--- config.mk ---
export PLATFORM = sky130hd
export DESIGN_NAME = gate_test_sequencer_flat
export DESIGN_NICKNAME = d
export VERILOG_FILES = /design/src/rtl/gate_test_sequencer_pkg.sv /design/src/rtl/gate_test_sequencer_if.sv /design/src/rtl/gate_test_sequencer_settle_timer.sv /design/src/rtl/gate_test_sequencer.sv /design/src/flat_wrapper.sv
export SDC_FILE = /design/constraint.sdc
export NUM_CORES = 1
export LEC_CHECK = 0
export ABC_AREA = 1
export CAP_MARGIN = 0
export CORE_MARGIN = 3
export CORE_UTILIZATION = 48
export CTS_BUF_LIST = sky130_fd_sc_hd__clkbuf_4
export CTS_CLUSTER_SIZE = 16
export DETAILED_ROUTE_END_ITERATION = 6
export PLACE_DENSITY = 0.83
export SETUP_SLACK_MARGIN = 0.4
export SYNTH_ARGS = -nofsm -noshare
export SYNTH_HDL_FRONTEND = slang
export SYNTH_HIERARCHICAL = 1
export SYNTH_SLANG_ARGS = --single-unit
export TNS_END_PERCENT = 5
--- constraint.sdc ---
create_clock -name clk -period 1.3 [get_ports clk]
set_input_delay 0.26 -clock clk [delete_from_list [all_inputs] [get_ports clk]]
set_output_delay 0.26 -clock clk [all_outputs]
set_load 0.03 [all_outputs]
--- src/rtl/gate_test_sequencer_pkg.sv ---
// Shared types and constants for the gate test sequencer.
package gate_test_sequencer_pkg;

    typedef enum logic [1:0] {
        ST_IDLE   = 2'd0,
        ST_SETTLE = 2'd1,
        ST_SAMPLE = 2'd2,
        ST_DONE   = 2'd3
    } state_t;

    localparam int unsigned NUM_VEC = 4;
    localparam int unsigned VEC_W   = 2;
    localparam int unsigned ERR_W   = 3;

    // Reference response of the gate under test for vector {a,b}.
    function automatic logic gate_ref(input logic [VEC_W-1:0] v);
        return v[1] & v[0];
    endfunction

endpackage

--- src/rtl/gate_test_sequencer_if.sv ---
// Stimulus/response and handshake bundle between the sequencer and its environment.
interface gate_test_sequencer_if;
    import gate_test_sequencer_pkg::*;

    logic               start;
    logic               a;
    logic               b;
    logic               o_in;
    logic               busy;
    logic               done;
    logic               pass;
    logic [ERR_W-1:0]   err_cnt;
    logic [NUM_VEC-1:0] fail_vec;

    // Sequencer side
    modport master (
        input  start, o_in,
        output a, b, busy, done, pass, err_cnt, fail_vec
    );

    // Environment side (requester plus gate under test)
    modport slave (
        output start, o_in,
        input  a, b, busy, done, pass, err_cnt, fail_vec
    );

endinterface

--- src/rtl/gate_test_sequencer_settle_timer.sv ---
// Counts enabled cycles; tc marks the last of SETTLE_CYCLES enabled cycles.
module settle_timer #(
    parameter int unsigned SETTLE_CYCLES = 3,
    parameter int unsigned SETTLE_W      = 4
) (
    input  logic clk,
    input  logic rst,
    input  logic clr,
    input  logic en,
    output logic tc
);

    logic [SETTLE_W-1:0] r_cnt;
    logic                w_tc;

    assign w_tc = en && (r_cnt == SETTLE_W'(SETTLE_CYCLES - 1));
    assign tc   = w_tc;

    // Settle counter: restarts on clear or terminal count
    always_ff @(posedge clk) begin
        if (rst || clr || w_tc) begin
            r_cnt <= '0;
        end else if (en) begin
            r_cnt <= r_cnt + SETTLE_W'(1);
        end
    end

endmodule

--- src/rtl/gate_test_sequencer.sv ---
// Drives a 2-input gate through all input vectors, samples its output after a
// settle window and reports per-vector mismatches with a start/done handshake.
module gate_test_sequencer
    import gate_test_sequencer_pkg::*;
#(
    parameter int unsigned SETTLE_CYCLES = 3,
    parameter int unsigned SETTLE_W      = 4
) (
    input  logic                         clk,
    input  logic                         rst,
    gate_test_sequencer_if.master        bus
);

    state_t             r_state, w_state_nxt;
    logic [VEC_W-1:0]   r_vec, w_vec_nxt;
    logic               r_a, w_a_nxt;
    logic               r_b, w_b_nxt;
    logic               r_busy, w_busy_nxt;
    logic               r_pass, w_pass_nxt;
    logic [ERR_W-1:0]   r_err, w_err_nxt;
    logic [NUM_VEC-1:0] r_fail, w_fail_nxt;
    logic               w_tc;
    logic               w_launch;

    settle_timer #(
        .SETTLE_CYCLES (SETTLE_CYCLES),
        .SETTLE_W      (SETTLE_W)
    ) u_settle_timer (
        .clk (clk),
        .rst (rst),
        .clr (r_state != ST_SETTLE),
        .en  (r_state == ST_SETTLE),
        .tc  (w_tc)
    );

    // Next-state and next-register values
    always_comb begin
        w_state_nxt = r_state;
        w_vec_nxt   = r_vec;
        w_a_nxt     = r_a;
        w_b_nxt     = r_b;
        w_busy_nxt  = r_busy;
        w_pass_nxt  = r_pass;
        w_err_nxt   = r_err;
        w_fail_nxt  = r_fail;
        w_launch    = 1'b0;

        case (r_state)
            ST_IDLE: begin
                w_launch = bus.start;
            end
            ST_SETTLE: begin
                if (w_tc) begin
                    w_state_nxt = ST_SAMPLE;
                end
            end
            ST_SAMPLE: begin
                if (bus.o_in != gate_ref({r_a, r_b})) begin
                    w_fail_nxt[r_vec] = 1'b1;
                    w_err_nxt         = r_err + ERR_W'(1);
                end
                if (r_vec == VEC_W'(NUM_VEC - 1)) begin
                    w_state_nxt = ST_DONE;
                end else begin
                    w_vec_nxt          = r_vec + VEC_W'(1);
                    {w_a_nxt, w_b_nxt} = r_vec + VEC_W'(1);
                    w_state_nxt        = ST_SETTLE;
                end
            end
            ST_DONE: begin
                w_pass_nxt  = (r_err == '0);
                w_busy_nxt  = 1'b0;
                w_a_nxt     = 1'b0;
                w_b_nxt     = 1'b0;
                w_state_nxt = ST_IDLE;
                // A start held through DONE launches the next run on the exit
                // edge, giving back-to-back runs 17 cycles apart.
                w_launch    = bus.start;
            end
            default: begin
                w_state_nxt = ST_IDLE;
            end
        endcase

        if (w_launch) begin
            w_state_nxt = ST_SETTLE;
            w_vec_nxt   = '0;
            w_a_nxt     = 1'b0;
            w_b_nxt     = 1'b0;
            w_err_nxt   = '0;
            w_fail_nxt  = '0;
            w_pass_nxt  = 1'b0;
            w_busy_nxt  = 1'b1;
        end
    end

    // State and result registers
    always_ff @(posedge clk) begin
        if (rst) begin
            r_state <= ST_IDLE;
            r_vec   <= '0;
            r_a     <= 1'b0;
            r_b     <= 1'b0;
            r_busy  <= 1'b0;
            r_pass  <= 1'b0;
            r_err   <= '0;
            r_fail  <= '0;
        end else begin
            r_state <= w_state_nxt;
            r_vec   <= w_vec_nxt;
            r_a     <= w_a_nxt;
            r_b     <= w_b_nxt;
            r_busy  <= w_busy_nxt;
            r_pass  <= w_pass_nxt;
            r_err   <= w_err_nxt;
            r_fail  <= w_fail_nxt;
        end
    end

    assign bus.a        = r_a;
    assign bus.b        = r_b;
    assign bus.busy     = r_busy;
    assign bus.done     = (r_state == ST_DONE);
    assign bus.pass     = r_pass;
    assign bus.err_cnt  = r_err;
    assign bus.fail_vec = r_fail;

endmodule

--- src/flat_wrapper.sv ---
// flat-port wrapper written by rule: the top's interface ports become plain ports
module gate_test_sequencer_flat import gate_test_sequencer_pkg::*;
#(
    parameter int unsigned SETTLE_CYCLES = 3,
    parameter int unsigned SETTLE_W      = 4
)
  (clk, rst, bus_start, bus_o_in, bus_a, bus_b, bus_busy, bus_done, bus_pass, bus_err_cnt, bus_fail_vec);
  gate_test_sequencer_if bus_i ();
  input  logic clk;
  input  logic rst;
  input wire logic [$bits(bus_i.start)-1:0] bus_start;
  input wire logic [$bits(bus_i.o_in)-1:0] bus_o_in;
  output wire logic [$bits(bus_i.a)-1:0] bus_a;
  output wire logic [$bits(bus_i.b)-1:0] bus_b;
  output wire logic [$bits(bus_i.busy)-1:0] bus_busy;
  output wire logic [$bits(bus_i.done)-1:0] bus_done;
  output wire logic [$bits(bus_i.pass)-1:0] bus_pass;
  output wire logic [$bits(bus_i.err_cnt)-1:0] bus_err_cnt;
  output wire logic [$bits(bus_i.fail_vec)-1:0] bus_fail_vec;
  assign bus_i.start = bus_start;
  assign bus_i.o_in = bus_o_in;
  assign bus_a = bus_i.a;
  assign bus_b = bus_i.b;
  assign bus_busy = bus_i.busy;
  assign bus_done = bus_i.done;
  assign bus_pass = bus_i.pass;
  assign bus_err_cnt = bus_i.err_cnt;
  assign bus_fail_vec = bus_i.fail_vec;
  gate_test_sequencer #(.SETTLE_CYCLES(SETTLE_CYCLES), .SETTLE_W(SETTLE_W)) u_core (.clk(clk), .rst(rst), .bus(bus_i));
endmodule
* Word level (Yosys, flattened, before mapping)
Cells that the tools add are included.
** Operators by class
- Add/sub/neg operators :: 3
- Magnitude comparators :: 2
- Equality and inequality tests :: 10
- Mux-type cells :: 13
- Bitwise operators :: 3
- Reductions and logical operators :: 17
** Operator list (count)
- 2-bit AND reduction :: 5
- 1-bit two-way mux :: 7
- 2-bit == test, second input constant :: 3
- 2-bit one-hot mux with 3 select lines :: 1
- 4-bit by 1-bit adder with 4-bit output, second input constant :: 1
- 4-bit by 2-bit == test with 1-bit output, second input constant :: 1
- 2-bit two-way mux :: 2
- 2-bit by 1-bit inequality test with 1-bit output, second input constant :: 2
- 4-bit bitwise OR :: 1
- 1-bit one-hot mux with 2 select lines :: 2
- 2-bit nonzero test :: 2
- 4-bit nonzero test :: 1
- 2-bit OR reduction :: 2
- 3-bit by 1-bit adder with 3-bit output, second input constant :: 1
- 3-bit logical NOT :: 1
- 2-bit by 3-bit < comparator with 1-bit output, second input constant :: 1
- 3-bit by 1-bit inequality test with 1-bit output, second input constant :: 1
- 3-bit nonzero test :: 1
- 2-bit by 1-bit adder with 2-bit output, second input constant :: 1
- 1-bit demux with 2-bit select :: 1
- 2-bit by 1-bit == test with 1-bit output, second input constant :: 1
- 2-bit by 1-bit >= comparator with 1-bit output, second input constant :: 1
- 1-bit logical AND :: 2
- 2-bit logical NOT :: 1
- other kinds (5) :: 6
** Word-level totals
- Register bits after elaboration :: 19
- Input bits :: 4
- Output and inout port bits :: 12

* Longest topological paths before layout
- Depth in word-level cells :: 5
- Depth in mapped cells :: 11
- Gate-level depth less buffers :: 11

* Modules after synthesis
The synthesis kept the hierarchy.
** By module, submodules not included
- gate_test_sequencer :: times used 1, cells an instance 110, area each 840.8 um^2, sequential area each 300.3 um^2
- settle_timer :: times used 1, cells an instance 32, area each 215.2 um^2, sequential area each 80.1 um^2

* Worst setup path before layout
OpenSTA, ideal clock, no wires.
- Path kind :: reg-to-reg
- From :: register u_core.r_state[1]
- To :: register u_core.r_state[0]
- Library setup time :: 109 ps
- Arrival time :: 1219 ps
- Setup slack :: -28 ps
- Stages on the path, launching flop included :: 9
- Buffers on the path :: 0
- Cell sequence :: dfxtp_1 > ha_1 > inv_1 > nand2_1 > nand2_1 > nand2_1 > nand3_1 > nand2_1 > inv_1
** Between the ends
- Longest elaborated chain between the ends :: 5
** RTL lines
- start: declaration :: line gate_test_sequencer.sv:14 : state_t r_state, w_state_nxt;
- start signal: assignment :: line gate_test_sequencer.sv:109 : r_state <= w_state_nxt;
- 2-bit == test *
- net bus_done :: line flat_wrapper.sv:16 : output wire logic [$bits(bus_i.done)-1:0] bus_done;
- 2-bit OR reduction (no source line)
- 1-bit two-way mux :: line gate_test_sequencer.sv:48 : case (r_state)
- 3-bit by 1-bit inequality test with 1-bit output (no source line) or 4-bit nonzero test (tied branches)
- 2-bit AND reduction (no source line)
The timed path passes the listed nets; every way through them passes the cells marked *.
A chain may end at the register's enable or synchronous reset.

* Worst setup path in the final report
- From :: register u_core.r_state[1]
- To :: register u_core.r_vec[1]
** Between the ends
- Longest elaborated chain between the ends :: 4
** RTL lines
- 2-bit == test or 2-bit logical NOT (tied branches) :: line gate_test_sequencer.sv:48
- 2-bit OR reduction (no source line)
- 1-bit two-way mux :: line gate_test_sequencer.sv:48
- 2-bit OR reduction (no source line)
- end signal: assignment :: line gate_test_sequencer.sv:110 : r_vec <= w_vec_nxt;
- end: declaration :: line gate_test_sequencer.sv:15 : logic [VEC_W-1:0] r_vec, w_vec_nxt;
Several ways; a longest one is shown, not always the timed one.

==> qor.txt <==
status = finished, final reports clean
Port Buf Inserts = 15
min-delay worst type = reg2reg
setup violators final = 0
Distinct cells, synth = 19
sw frac = 38.18%
Max Cap Viol = 0
PD cells = 1174 nW/um2
CP Class = reg2reg
RSZ-0062 raised after global routing = yes
met3 layer usage reported by global route = 2.535%
post-synthesis register bit count = 19
drt total wl = 2087 um
Seq pwr share = 42.2%
clk sink count = 19
Clock transition at path regs = 0.11 ns
syn_nets = 159
RD Place Congestion = 0.7762
initial antenna violation count = 0
TritonCTS buffer count = 3
met2 Usage GRT = 30.79%
Initial DRC Count = 13
antenna diode count = 0
Slew HR = 86.52%
Synth Instances = 142
die width = 52.91 um
static leakage = 0.5985 nW
Max Clock Skew = 0.005370 ns
Internal = 1.034 mW
CP endpoint kind = flip-flop
fill count = 160
worst-skew pair later-pin latency = 0.30 ns
Final Hold Viols = 0
count of final max-slew check failures = 0
# H-tree levels = 1
synthesized-area fraction occupied by and/or/nand/nor cells = 28.55%
synthesis warning total = 6
ratio of cells with drive above 1 in the final layout = 36.75%
XOR/XNOR share of the synthesized area = 0.8294%
Mapped Avg Cell Area = 7.437 um2
busiest layer in global routing = met2
fin nets = 184
maximum VDD drop = 932.3 uV
compound-cell area share of the yosys netlist = 6.635%
Syn-to-layout area delta = 34.95%
post-synthesis adder-cell area fraction = 15.40%
Gate power share = 40.1%
Synth Cell Area = 1056 um2
CTS Root Buffer Type = clkbuf_4
Max Clock Freq = 780.9 MHz
# hold bufs at CTS = 0
final core utilization = 70.48%
first-pass GRT wire length = 3567 um
# rows = 16
most frequent cells in the layout = nand2_1 (26), inv_1 (23), dfxtp_1 (11)
WL/cell = 10.81 um
GRT Total Usage = 17.19%
Seq. cell area = 395.4 um2
DR pass1 iterations = 4
crit-path max FO = 5
vias per cell = 4.870
Detail Route Antenna Nets = 0
clock tree buffer depth = 2
main combinational cell family by area after synthesis = simple AND/OR/NAND/NOR gates
clock share of power = 17.8%
crit share post-route = 98.50%
commonest non-fill, non-tap cell in the layout = nand2_1
Req. time, crit path = 1.53 ns
DPL Wire Length = 1598 um
# DRC = 0
Die Height = 52.91 um
via count = 940
min Tclk post-route = 1.281 ns
Core Region = 2022 um2
crit start category = flip-flop
CP Data Arrival Time = 1.51 ns
mux cell area share after synthesis = 0%
vias in the first global route = 886
# IOs = 16
M1 GR Usage = 18.87%
die area = 2799 um2
measured slew at the worst slew-check pin = 0.2019 ns
pin count of the biggest net entering global routing = 12
hold slack = 0.4535 ns
area occupied by multi-input gates = 636.9 um2
TritonCTS clock tree = built
Net Switching = 0.6385 mW
initial core utilization = 52.23%
sequential element share of the synthesized area = 36.02%
grt ovf = 0
## final timing paths
| kind | from | slack (ns) | cells past startpoint | end |
|---|---|---|---|---|
| min reg2reg | u_core/bus.fail_vec[1]$_SDFFE_PP0P_ | 0.45 | 2 | u_core/bus.fail_vec[1]$_SDFFE_PP0P_ |
| min | u_core/bus.fail_vec[1]$_SDFFE_PP0P_ | 0.45 | 2 | u_core/bus.fail_vec[1]$_SDFFE_PP0P_ |
| max reg2reg | u_core/r_state[1]$_SDFFE_PP0P_ | 0.02 | 7 | u_core/r_vec[1]$_SDFFE_PP0P_ |
| max | u_core/r_state[1]$_SDFFE_PP0P_ | 0.02 | 7 | u_core/r_vec[1]$_SDFFE_PP0P_ |
## critical path, cell delays in order, from the launching register on
cell     delay [ns]
dfxtp_4        0.42
inv_4          0.06
ha_4           0.26
inv_2          0.04
nand2_4        0.07
nand2_4        0.07
buf_4          0.16
a21oi_1        0.12
## power groups by stage
stage,clock network [mW],logic [mW],registers [mW]
6_report,0.298,0.670,0.705
3_3_place_gp,0,0.541,0.709
4_1_cts,0.312,0.616,0.695
3_5_place_dp,0,0.568,0.711
2_1_floorplan,0,0.396,0.741
5_1_grt,0.330,0.744,0.716
## logic make-up (layout without fill, tap and decap cells)
kind of cell	after synthesis	after routing
AO/OA/AOI/OAI	14	14
XOR/XNOR	1	1
adder cells (fa/ha/maj)	13	13
buffers and inverters	33	57
flip-flops	19	19
AND/OR/NAND/NOR	62	62
## cell type report
type | instances | share of cell area, %
inverter | 31 | 8.516
sequential | 19 | 27.74
timing repair buffer | 22 | 14.75
clock inverter | 1 | 0.3512
tap | 27 | 2.370
multi-input combinational | 90 | 44.69
clock buffer | 3 | 1.580
## per-layer routing
layer / vias up / wire length (um)
li1: 486 / -
met4: 0 / 54
met5: - / 0
met2: 19 / 1062
met1: 429 / 890
met3: 6 / 79
## flip-flops by register name, summed over array words and instances, names as in the netlist
register and cells:
u_core/u_settle_timer/r_cnt 4, u_core/bus.a 1, u_core/bus.err_cnt 3, u_core/r_vec 2
u_core/bus.pass 1, u_core/r_state 2, u_core/bus.b 1, u_core/bus.busy 1
u_core/bus.fail_vec 4
## synth_stat cells, drive strengths merged
| library cell | number | share of area [%] |
|---|---|---|
| ha | 13 | 15 |
| a21oi | 12 | 5.7 |
| xor2 | 1 | 0.83 |
| dfxtp | 19 | 36 |
| nor2 | 11 | 4.6 |
| o21ai | 2 | 0.95 |
| nor3 | 1 | 0.47 |
| nand3 | 10 | 6.4 |
| nand2 | 34 | 14 |
| buf | 2 | 1.5 |
| nand4 | 6 | 3.6 |
| inv | 31 | 11 |
## through the flow
stage / setup WS [ns] / setup TNS, ns / power (mW) / std cells / area [um2]
global route: -0.04572 / -0.2021 / 1.791 / 193 / 1425
finish: 0.01945 / 0 / 1.672 / 193 / 1425
global placement: -0.03196 / -0.07718 / 1.250 / 187 / 1308
CTS: 0.04628 / 0 / 1.622 / 193 / 1386
floorplan: 0.1340 / 0 / 1.137 / 142 / 1119
detailed placement: -0.06027 / -0.1694 / 1.279 / 187 / 1308
## what timing repair did
item | 4_1_cts | 5_1_grt
setup endpoints to repair | 31 | 31
setup buffers | 2 | 0
endpoints found under the hold margin | 0 | 0
resized for setup | 32 | 43
pin swaps | 1 | 0
(Power assumes the default switching activity.)
